`src/rtl/count_step_monitor.sv`:
```
// -----------------------------------------------------------------------------
// count_step_monitor
//
// Purpose:
//   This block watches the output of a free-running CNT_W-bit up-counter on
//   every enabled clock. It classifies each transition as one of: hold, +1
//   step, wrap (MAX->0), restart (non-MAX->0) or illegal jump. It reports the
//   result through registered pulses, a saturating wrap (epoch) counter and a
//   sticky step-error flag.
//
// Configuration macro:
//   COUNT_MON_STRICT_EN - when defined, a restart (non-MAX -> 0) counts as an
//                         illegal jump, and restart_pulse is never asserted.
//
// Ports:
//   clk           in   rising-edge clock shared with the counter
//   rst           in   synchronous reset, active-low
//   en            in   sample enable; 0 freezes all state
//   count_in      in   [CNT_W]  counter value being monitored
//   match_val     in   [CNT_W]  compare value for match_pulse
//   clr_err       in   clears the error condition and re-arms (ERROR only)
//   wrap_pulse    out  one-cycle pulse after a MAX->0 sample
//   match_pulse   out  one-cycle pulse when count_in newly equals match_val
//   restart_pulse out  one-cycle pulse after a non-MAX->0 sample
//   step_err      out  sticky illegal-transition flag
//   wrap_cnt      out  [WRAP_W] wraps since reset/restart, saturating
//   last_count    out  [CNT_W]  most recently sampled count_in
// -----------------------------------------------------------------------------
module count_step_monitor #(
  parameter int CNT_W  = 4,
  parameter int WRAP_W = 8
) (
  input  logic              clk,
  input  logic              rst,
  input  logic              en,
  input  logic [CNT_W-1:0]  count_in,
  input  logic [CNT_W-1:0]  match_val,
  input  logic              clr_err,
  output logic              wrap_pulse,
  output logic              match_pulse,
  output logic              restart_pulse,
  output logic              step_err,
  output logic [WRAP_W-1:0] wrap_cnt,
  output logic [CNT_W-1:0]  last_count
);

  localparam logic [CNT_W-1:0]  CNT_MAX  = {CNT_W{1'b1}};
  localparam logic [CNT_W-1:0]  CNT_ZERO = {CNT_W{1'b0}};
  localparam logic [CNT_W-1:0]  CNT_ONE  = {{(CNT_W-1){1'b0}}, 1'b1};
  localparam logic [WRAP_W-1:0] WRP_MAX  = {WRAP_W{1'b1}};
  localparam logic [WRAP_W-1:0] WRP_ZERO = {WRAP_W{1'b0}};
  localparam logic [WRAP_W-1:0] WRP_ONE  = {{(WRAP_W-1){1'b0}}, 1'b1};

  typedef enum logic [1:0] {
    IDLE  = 2'd0,
    TRACK = 2'd1,
    ERROR = 2'd2
  } state_t;

  state_t            state_r, state_s;
  logic [CNT_W-1:0]  last_count_r, last_count_s;
  logic [WRAP_W-1:0] wrap_cnt_r, wrap_cnt_s;
  logic              step_err_r, step_err_s;
  logic              wrap_pulse_r, wrap_pulse_s;
  logic              match_pulse_r, match_pulse_s;
  logic              restart_pulse_r, restart_pulse_s;
  logic [CNT_W-1:0]  step_val_s;
  logic              is_match_s;
  logic [WRAP_W-1:0] wrap_inc_s;

  // Helper values: the expected +1 successor, the match compare, and the saturating epoch increment.
  always_comb begin
    step_val_s = last_count_r + CNT_ONE;
    is_match_s = (count_in == match_val);
    if (wrap_cnt_r == WRP_MAX) begin
      wrap_inc_s = WRP_MAX;
    end else begin
      wrap_inc_s = wrap_cnt_r + WRP_ONE;
    end
  end

  // Next-state and next-output decode; everything holds and pulses stay low unless en is high.
  always_comb begin
    state_s         = state_r;
    last_count_s    = last_count_r;
    wrap_cnt_s      = wrap_cnt_r;
    step_err_s      = step_err_r;
    wrap_pulse_s    = 1'b0;
    match_pulse_s   = 1'b0;
    restart_pulse_s = 1'b0;
    if (en) begin
      // Every enabled state records the sample (IDLE seeds, TRACK/ERROR follow).
      last_count_s = count_in;
      case (state_r)
        IDLE: begin
          // First sample only seeds the history; it cannot be classified.
          state_s = TRACK;
        end
        TRACK: begin
          if (count_in == last_count_r) begin
            state_s = TRACK;
          end else if ((last_count_r == CNT_MAX) && (count_in == CNT_ZERO)) begin
            wrap_pulse_s  = 1'b1;
            wrap_cnt_s    = wrap_inc_s;
            match_pulse_s = is_match_s;
          end else if (count_in == step_val_s) begin
            // step_val_s wraps to zero only when prev is MAX, which the wrap branch already took.
            match_pulse_s = is_match_s;
          end else if (count_in == CNT_ZERO) begin
`ifdef COUNT_MON_STRICT_EN
            step_err_s = 1'b1;
            state_s    = ERROR;
`else
            restart_pulse_s = 1'b1;
            wrap_cnt_s      = WRP_ZERO;
            match_pulse_s   = is_match_s;
`endif
          end else begin
            step_err_s = 1'b1;
            state_s    = ERROR;
          end
        end
        ERROR: begin
          if (clr_err) begin
            step_err_s = 1'b0;
            state_s    = IDLE;
          end else begin
            state_s = ERROR;
          end
        end
        default: begin
          // An unreachable encoding: re-seed from IDLE and keep any error visible.
          state_s = IDLE;
        end
      endcase
    end else begin
      state_s = state_r;
    end
  end

  // State and output registers with synchronous active-low reset.
  always_ff @(posedge clk) begin
    if (!rst) begin
      state_r         <= IDLE;
      last_count_r    <= CNT_ZERO;
      wrap_cnt_r      <= WRP_ZERO;
      step_err_r      <= 1'b0;
      wrap_pulse_r    <= 1'b0;
      match_pulse_r   <= 1'b0;
      restart_pulse_r <= 1'b0;
    end else begin
      state_r         <= state_s;
      last_count_r    <= last_count_s;
      wrap_cnt_r      <= wrap_cnt_s;
      step_err_r      <= step_err_s;
      wrap_pulse_r    <= wrap_pulse_s;
      match_pulse_r   <= match_pulse_s;
      restart_pulse_r <= restart_pulse_s;
    end
  end

  assign wrap_pulse    = wrap_pulse_r;
  assign match_pulse   = match_pulse_r;
  assign restart_pulse = restart_pulse_r;
  assign step_err      = step_err_r;
  assign wrap_cnt      = wrap_cnt_r;
  assign last_count    = last_count_r;

endmodule

```
`config.mk`:
```
export PLATFORM = sky130hd
export DESIGN_NAME = count_step_monitor
export DESIGN_NICKNAME = d
export VERILOG_FILES = /design/src/rtl/count_step_monitor.sv
export SDC_FILE = /design/constraint.sdc
export NUM_CORES = 1
export LEC_CHECK = 0
export CAP_MARGIN = 20
export CORE_MARGIN = 5
export CORE_UTILIZATION = 51
export DETAILED_ROUTE_END_ITERATION = 12
export PLACE_DENSITY = 0.83
export SETUP_SLACK_MARGIN = 0.4
export SYNTH_ARGS = -nofsm -noshare
export SYNTH_HDL_FRONTEND = slang
export SYNTH_SLANG_ARGS = --single-unit
```
`constraint.sdc`:
```
create_clock -name clk -period 3.2 [get_ports clk]
set_input_delay 0.96 -clock clk [delete_from_list [all_inputs] [get_ports clk]]
set_output_delay 0.96 -clock clk [all_outputs]
set_load 0.02 [all_outputs]
```
== Yosys cells after proc, flatten, opt, wreduce, memory -nomap -nowiden ==
Cells that the tools add are included.

* Word-level logic and storage cells: 60
* Register bits: 18
* Input bits: 12
* Output and inout port bits: 16

* Muxes and demuxes: 21
* Reductions and logical operators: 10
* Eq/ne operators: 16
* Bitwise gates (word level): 4
* $add $sub $neg: 2

{| class="wikitable"
|+ Operators with widths
! operator !! number
|-
| two-way mux 8 bit || 4
|-
| equality test 4 bit || 3
|-
| != test 2 bit (second input constant) || 6
|-
| two-way mux 1 bit || 10
|-
| two-way mux 2 bit || 5
|-
| != test 3 bit (second input constant) || 3
|-
| adder 8 x 1 -> 8 bit (second input constant) || 1
|-
| equality test 8 bit (second input constant) || 1
|-
| AND reduction 7 bit || 1
|-
| case mux 2 bit (3 select lines) || 1
|-
| OR reduction 6 bit || 1
|-
| AND reduction 5 bit || 1
|-
| adder 4 x 1 -> 4 bit (second input constant) || 1
|-
| equality test 4 bit (second input constant) || 1
|-
| logical NOT 4 bit || 1
|-
| inverter 1 bit || 4
|-
| AND reduction 4 bit || 1
|-
| nonzero test 2 bit || 2
|-
| OR reduction 4 bit || 1
|-
| equality test 2 x 1 -> 1 bit (second input constant) || 1
|-
| equality test 2 bit (second input constant) || 1
|-
| logical NOT 2 bit || 1
|-
| case mux 1 bit (2 select lines) || 1
|-
| logical AND 1 bit || 1
|}

== Depth between registers and ports, before layout ==
* Word-level depth: 6
* Mapped depth: 6
* Gate-level depth less buffers: 6

== Worst setup path before layout ==
Ideal clock, no wire load.

* Kind: input port to flip-flop
* Start point: input count_in[2]
* End point: register wrap_cnt_r[2], in the netlist wrap_cnt[2]
* Library setup time: 0.119 ns
* Stages on the path: 6
* Data required time: 3.081 ns
* Buffers on the path: 1
* Path slack: 0.834 ns
* Arrival: 2.247 ns
* Cell sequence: buf_4 xor2_1 o41a_1 and3_4 and2_0 o221a_1

* Longest elaborated chain between the ends: 4
* Elaborated cells between the ends (all ways): 9
* Those cells by class: eq/ne: 3; mux: 1; bitwise: 1; reduce/logical: 4

{| class="wikitable"
|+ Ends and longest elaborated chain
! element !! line !! text
|-
| from (decl) || 36 || <nowiki>input logic [CNT_W-1:0] count_in,</nowiki>
|-
| logical NOT 4 bit || 102, 109 ||
|-
| logical AND 1 bit || 102 || <nowiki>end else if ((last_count_r == CNT_MAX) && (count_in == CNT_ZERO)) begin</nowiki>
|-
| != test 2 bit (no line) / nonzero test 2 bit (equally long branches) || -- ||
|-
| AND reduction 5 bit (no line) || -- ||
|-
| to (signal assigned) || 154 || <nowiki>wrap_cnt_r <= wrap_cnt_s;</nowiki>
|-
| to (decl) || 62 || <nowiki>logic [WRAP_W-1:0] wrap_cnt_r, wrap_cnt_s;</nowiki>
|}

Parallel ways exist; a longest one is shown, timed or not.
A chain may end at the register's enable or synchronous reset.

== Worst setup path in the final report ==
Ends and elaborated chain as after synthesis.

==> impl_table.tex <==
\begin{tabular}{lr}
\hline
Metric & Value \\
\hline
\multicolumn{2}{l}{\textbf{Cells and area}} \\
\quad Sequential cell area & 360 µm² \\
\quad Area added between synthesis and finish & 28.8\% \\
\quad Final cell count without fillers & approximately 170 \\
\quad ANT cells & 0 \\
\quad Most common cell after layout, fill and taps aside & sky130\_fd\_sc\_hd\_\_clkdlybuf4s50\_1 \\
\quad Nets & approximately 160 \\
\quad Share of final-layout standard cells stronger than drive strength 1 & roughly an eighth \\
\quad Finished Cell Area & 1420 µm² \\
\quad Leading cell types in the layout, fill and taps excluded & 27 x sky130\_fd\_sc\_hd\_\_clkdlybuf4s50\_1, 18 x sky130\_fd\_sc\_hd\_\_dfxtp\_1, 8 x sky130\_fd\_sc\_hd\_\_a21oi\_1 \\
\quad Fill cell total of the finished layout & around 170 \\
\quad Combined area of the multi-input logic cells & approximately 700 µm² \\
\multicolumn{2}{l}{\textbf{Setup path}} \\
\quad Category of the worst setup path capture point & register \\
\quad Critical path's largest stage delay & roughly 0.67 ns \\
\quad Crit path launch type & input port \\
\quad Worst path required time & between 3 and 4 ns \\
\quad Peak fanout along the critical path & 7 \\
\quad Worst Reg-to-Reg Cells & 6 \\
\quad Register-to-register path setup slack & about 1.3 ns \\
\quad Standard cell with the maximum stage delay on the critical path & sky130\_fd\_sc\_hd\_\_clkdlybuf4s50\_1 \\
\quad Class of the most critical setup path & in -> reg \\
\quad CP cell instances & clkdlybuf4s50\_1 > xor2\_1 > o41a\_1 > and3\_4 > and2\_0 > o221a\_1 \\
\quad WP data arrival & about 2.9 ns \\
\multicolumn{2}{l}{\textbf{Clock tree}} \\
\quad Worst-path clk slew & $\sim$0.11 ns \\
\quad Cell at the root of the clock tree & sky130\_fd\_sc\_hd\_\_clkbuf\_4 \\
\quad Worst-skew pair later-pin latency & around 0.29 ns \\
\quad CTS tree & done \\
\quad Clock buffers created by TritonCTS & 3 \\
\quad Deepest clock path buffer count & 2 \\
\quad Post-CTS setup buffers & 0 \\
\quad Sinks on the clock net & 18 \\
\quad Number of instances resized during post-cts repair & 0 \\
\quad Post-CTS Hold Fix Bufs & 0 \\
\quad H-tree lvl count & 1 \\
\multicolumn{2}{l}{\textbf{Die}} \\
\quad Core area & between 2000 and 2500 µm² \\
\quad Floorplan die area & about 3200 µm² \\
\quad Die width & about 56 µm \\
\quad Effective utilization at floorplan & 54.9\% \\
\quad Number of rows created at floorplan & 16 \\
\quad Vertical extent of the die & between 50 and 60 µm \\
\quad Number of top-level pins & 28 \\
\multicolumn{2}{l}{\textbf{Yosys}} \\
\quad Distinct cell type count after synthesis & 47 \\
\quad Main flop type after synthesis & sky130\_fd\_sc\_hd\_\_dfxtp\_1 \\
\quad Portion of the post-synthesis area used by sequential elements & about a third \\
\quad Number of enable flip-flop cells after synthesis & 0 \\
\quad Total standard cell area after synthesis & 1100 µm² \\
\quad Number of storage elements in the synthesis netlist & 18 \\
\quad Cells after synthesis & roughly 120 \\
\quad Share of flip-flops with an asynchronous set or reset & 0\% \\
\quad Syn. warnings & 0 \\
\quad Number of nets in the synthesized netlist & approximately 130 \\
\quad Mean Syn Cell Area & 9.24 µm² \\
\multicolumn{2}{l}{\textbf{Routing}} \\
\quad Antenna Violating Nets Remaining & 0 \\
\quad Drt pass-1 iters & 4 \\
\quad Detailed Route WL & approximately 2600 µm \\
\quad Routed wirelength normalized by instance count & $\sim$15 µm \\
\quad Total DRC errors in the routed layout & 0 \\
\quad DR vias/cell & 5.85 \\
\quad Count of vias placed by the detailed router & roughly 1000 \\
\quad Initial DRC count & 33 \\
\multicolumn{2}{l}{\textbf{Placement}} \\
\quad Last weighted congestion value of the routability-driven placer & 0.823 \\
\quad Detail Placement HPWL & approximately 2000 µm \\
\quad Count of input and output buffers & 27 \\
\quad Total placed cells including tap cells & 170 \\
\quad Post-Place Cell Area & around 1400 µm² \\
\multicolumn{2}{l}{\textbf{Worst hold path}} \\
\quad HP Class & reg -> reg \\
\quad Worst hold path cell count & 2 \\
\multicolumn{2}{l}{\textbf{Timing}} \\
\quad Setup repair after global routing missed its margin & false \\
\quad Final setup viols & 0 \\
\quad Min cycle time layout & $\sim$2.7 ns \\
\quad Pin slew with the least headroom to its limit & between 0.4 and 0.5 ns \\
\quad Maximum clock rate & between 0.3 and 0.4 GHz \\
\quad Relative max-transition margin & between 70\% and 80\% \\
\quad Clock Skews & between 0.001 and 0.0015 ns \\
\quad Final Hold Fails & 0 \\
\quad Final period utilization & a little over four fifths \\
\quad Total Neg Setup Slack & 0 ns \\
\quad Final-report max-slew violation count & 0 \\
\multicolumn{2}{l}{\textbf{Global route}} \\
\quad Overflow left after global routing & 0 \\
\quad Via count of the first global-routing pass & about 1000 \\
\quad Pin count of the biggest net entering global routing & 13 \\
\quad Combined global-route utilization of all metal layers & roughly 17\% \\
\quad Number of antenna violations at the first check in global routing & 0 \\
\quad Global-route wire length before repair & roughly 4500 µm \\
\multicolumn{2}{l}{\textbf{Job}} \\
\quad Number of violations of the max-capacitance limit & 0 \\
\multicolumn{2}{l}{\textbf{Power and ir drop}} \\
\quad Cell leakage power & 0.000511 µW \\
\quad Final total power & $\sim$460 µW \\
\quad Max VDD drop & roughly 0.26 mV \\
\quad Pwr Density & 327 nW/µm² \\
\multicolumn{2}{l}{\textbf{Status}} \\
\quad Run status & finished clean \\
\hline
\end{tabular}
==> path summary, 6_finish.rpt <==
check,startpoint,end
worst max-delay path,count_in[2],wrap_cnt[2]
worst max register to register,last_count[0],wrap_cnt[6]
worst min register to register,step_err,step_err
worst min-delay path,step_err,step_err
==> logic make-up after synthesis <==
family	after synthesis	synth area share (%)
xor gates and xnor gates	11	10.1
AOI/OAI and AO/OA	29	19.3
adders and majority gates	2	2.27
and+or+nand+nor	49	28.0
muxes	4	3.64
DFF	18	32.8
buffers and inverters	6	3.87
==> cell usage after synthesis, types with 2 or more instances <==
cell	number	share of area, %
sky130_fd_sc_hd__o211ai_1	2	1.4
sky130_fd_sc_hd__nor2_1	4	1.4
sky130_fd_sc_hd__nor2b_1	7	4.0
sky130_fd_sc_hd__a41oi_1	2	1.6
sky130_fd_sc_hd__a21o_1	2	1.4
sky130_fd_sc_hd__o21ai_0	4	1.8
sky130_fd_sc_hd__and4_1	2	1.6
sky130_fd_sc_hd__o221a_1	2	2.0
sky130_fd_sc_hd__dfxtp_1	18	33
sky130_fd_sc_hd__ha_1	2	2.3
sky130_fd_sc_hd__xor2_1	3	2.4
sky130_fd_sc_hd__nand4_1	3	1.7
sky130_fd_sc_hd__nor3_1	5	2.3
sky130_fd_sc_hd__o31ai_1	2	1.4
sky130_fd_sc_hd__mux2i_1	4	3.6
sky130_fd_sc_hd__buf_4	2	1.4
sky130_fd_sc_hd__xnor2_1	6	4.8
sky130_fd_sc_hd__xor2_2	2	3.0
sky130_fd_sc_hd__nand3_1	5	2.3
sky130_fd_sc_hd__a21oi_1	8	3.6
sky130_fd_sc_hd__nand2_1	7	2.4
sky130_fd_sc_hd__o221a_2	2	2.0
==> registers in the layout, summed over array words and instances (netlist names) <==
register / flops
wrap_cnt: 8
last_count: 4
state_r: 2
match_pulse: 1
restart_pulse: 1
step_err: 1
wrap_pulse: 1
==> final cells by class <==
cell class | count | area share [%]
Clock buffer | 4 | 2.56
Timing Repair Buffer | 29 | 20.1
Tap cell | 27 | 2.39
Inverter | 1 | 0.265
Multi-Input combinational cell | 95 | 49.2
Sequential cell | 18 | 25.4
==> critical path, delay by kind of cell <==
kind | cells | cell delay, ns
compound gates | 2 | 0.71
buf+inv | 1 | 0.67
simple gates | 2 | 0.35
xor+xnor | 1 | 0.18
==> power breakdown <==
part / switching [µW] / internal (µW)
Clock: 72.6 / 69.3
Combinational: 41.5 / 41.8
Sequential: 7.94 / 230
==> routing by layer <==
metal  up-vias  GRT usage [%]  wire length, µm
li1        499              -                -
met1       489           22.2             1160
met2        26           28.4             1250
met3         4           3.44              103
met4         0           6.78               38
met5         -              0                0
==> stage by stage <==
stage	utilization (%)	setup WS [ns]	hold WS [ns]
2_1_floorplan	-	0.834	0.468
3_3_place_gp	68.9	0.269	0.474
3_5_place_dp	68.9	0.211	0.493
4_1_cts	70.8	0.516	0.522
5_1_grt	70.8	0.407	0.557
6_report	70.8	0.516	0.503
Note: power is estimated with default switching activity, not from simulation.
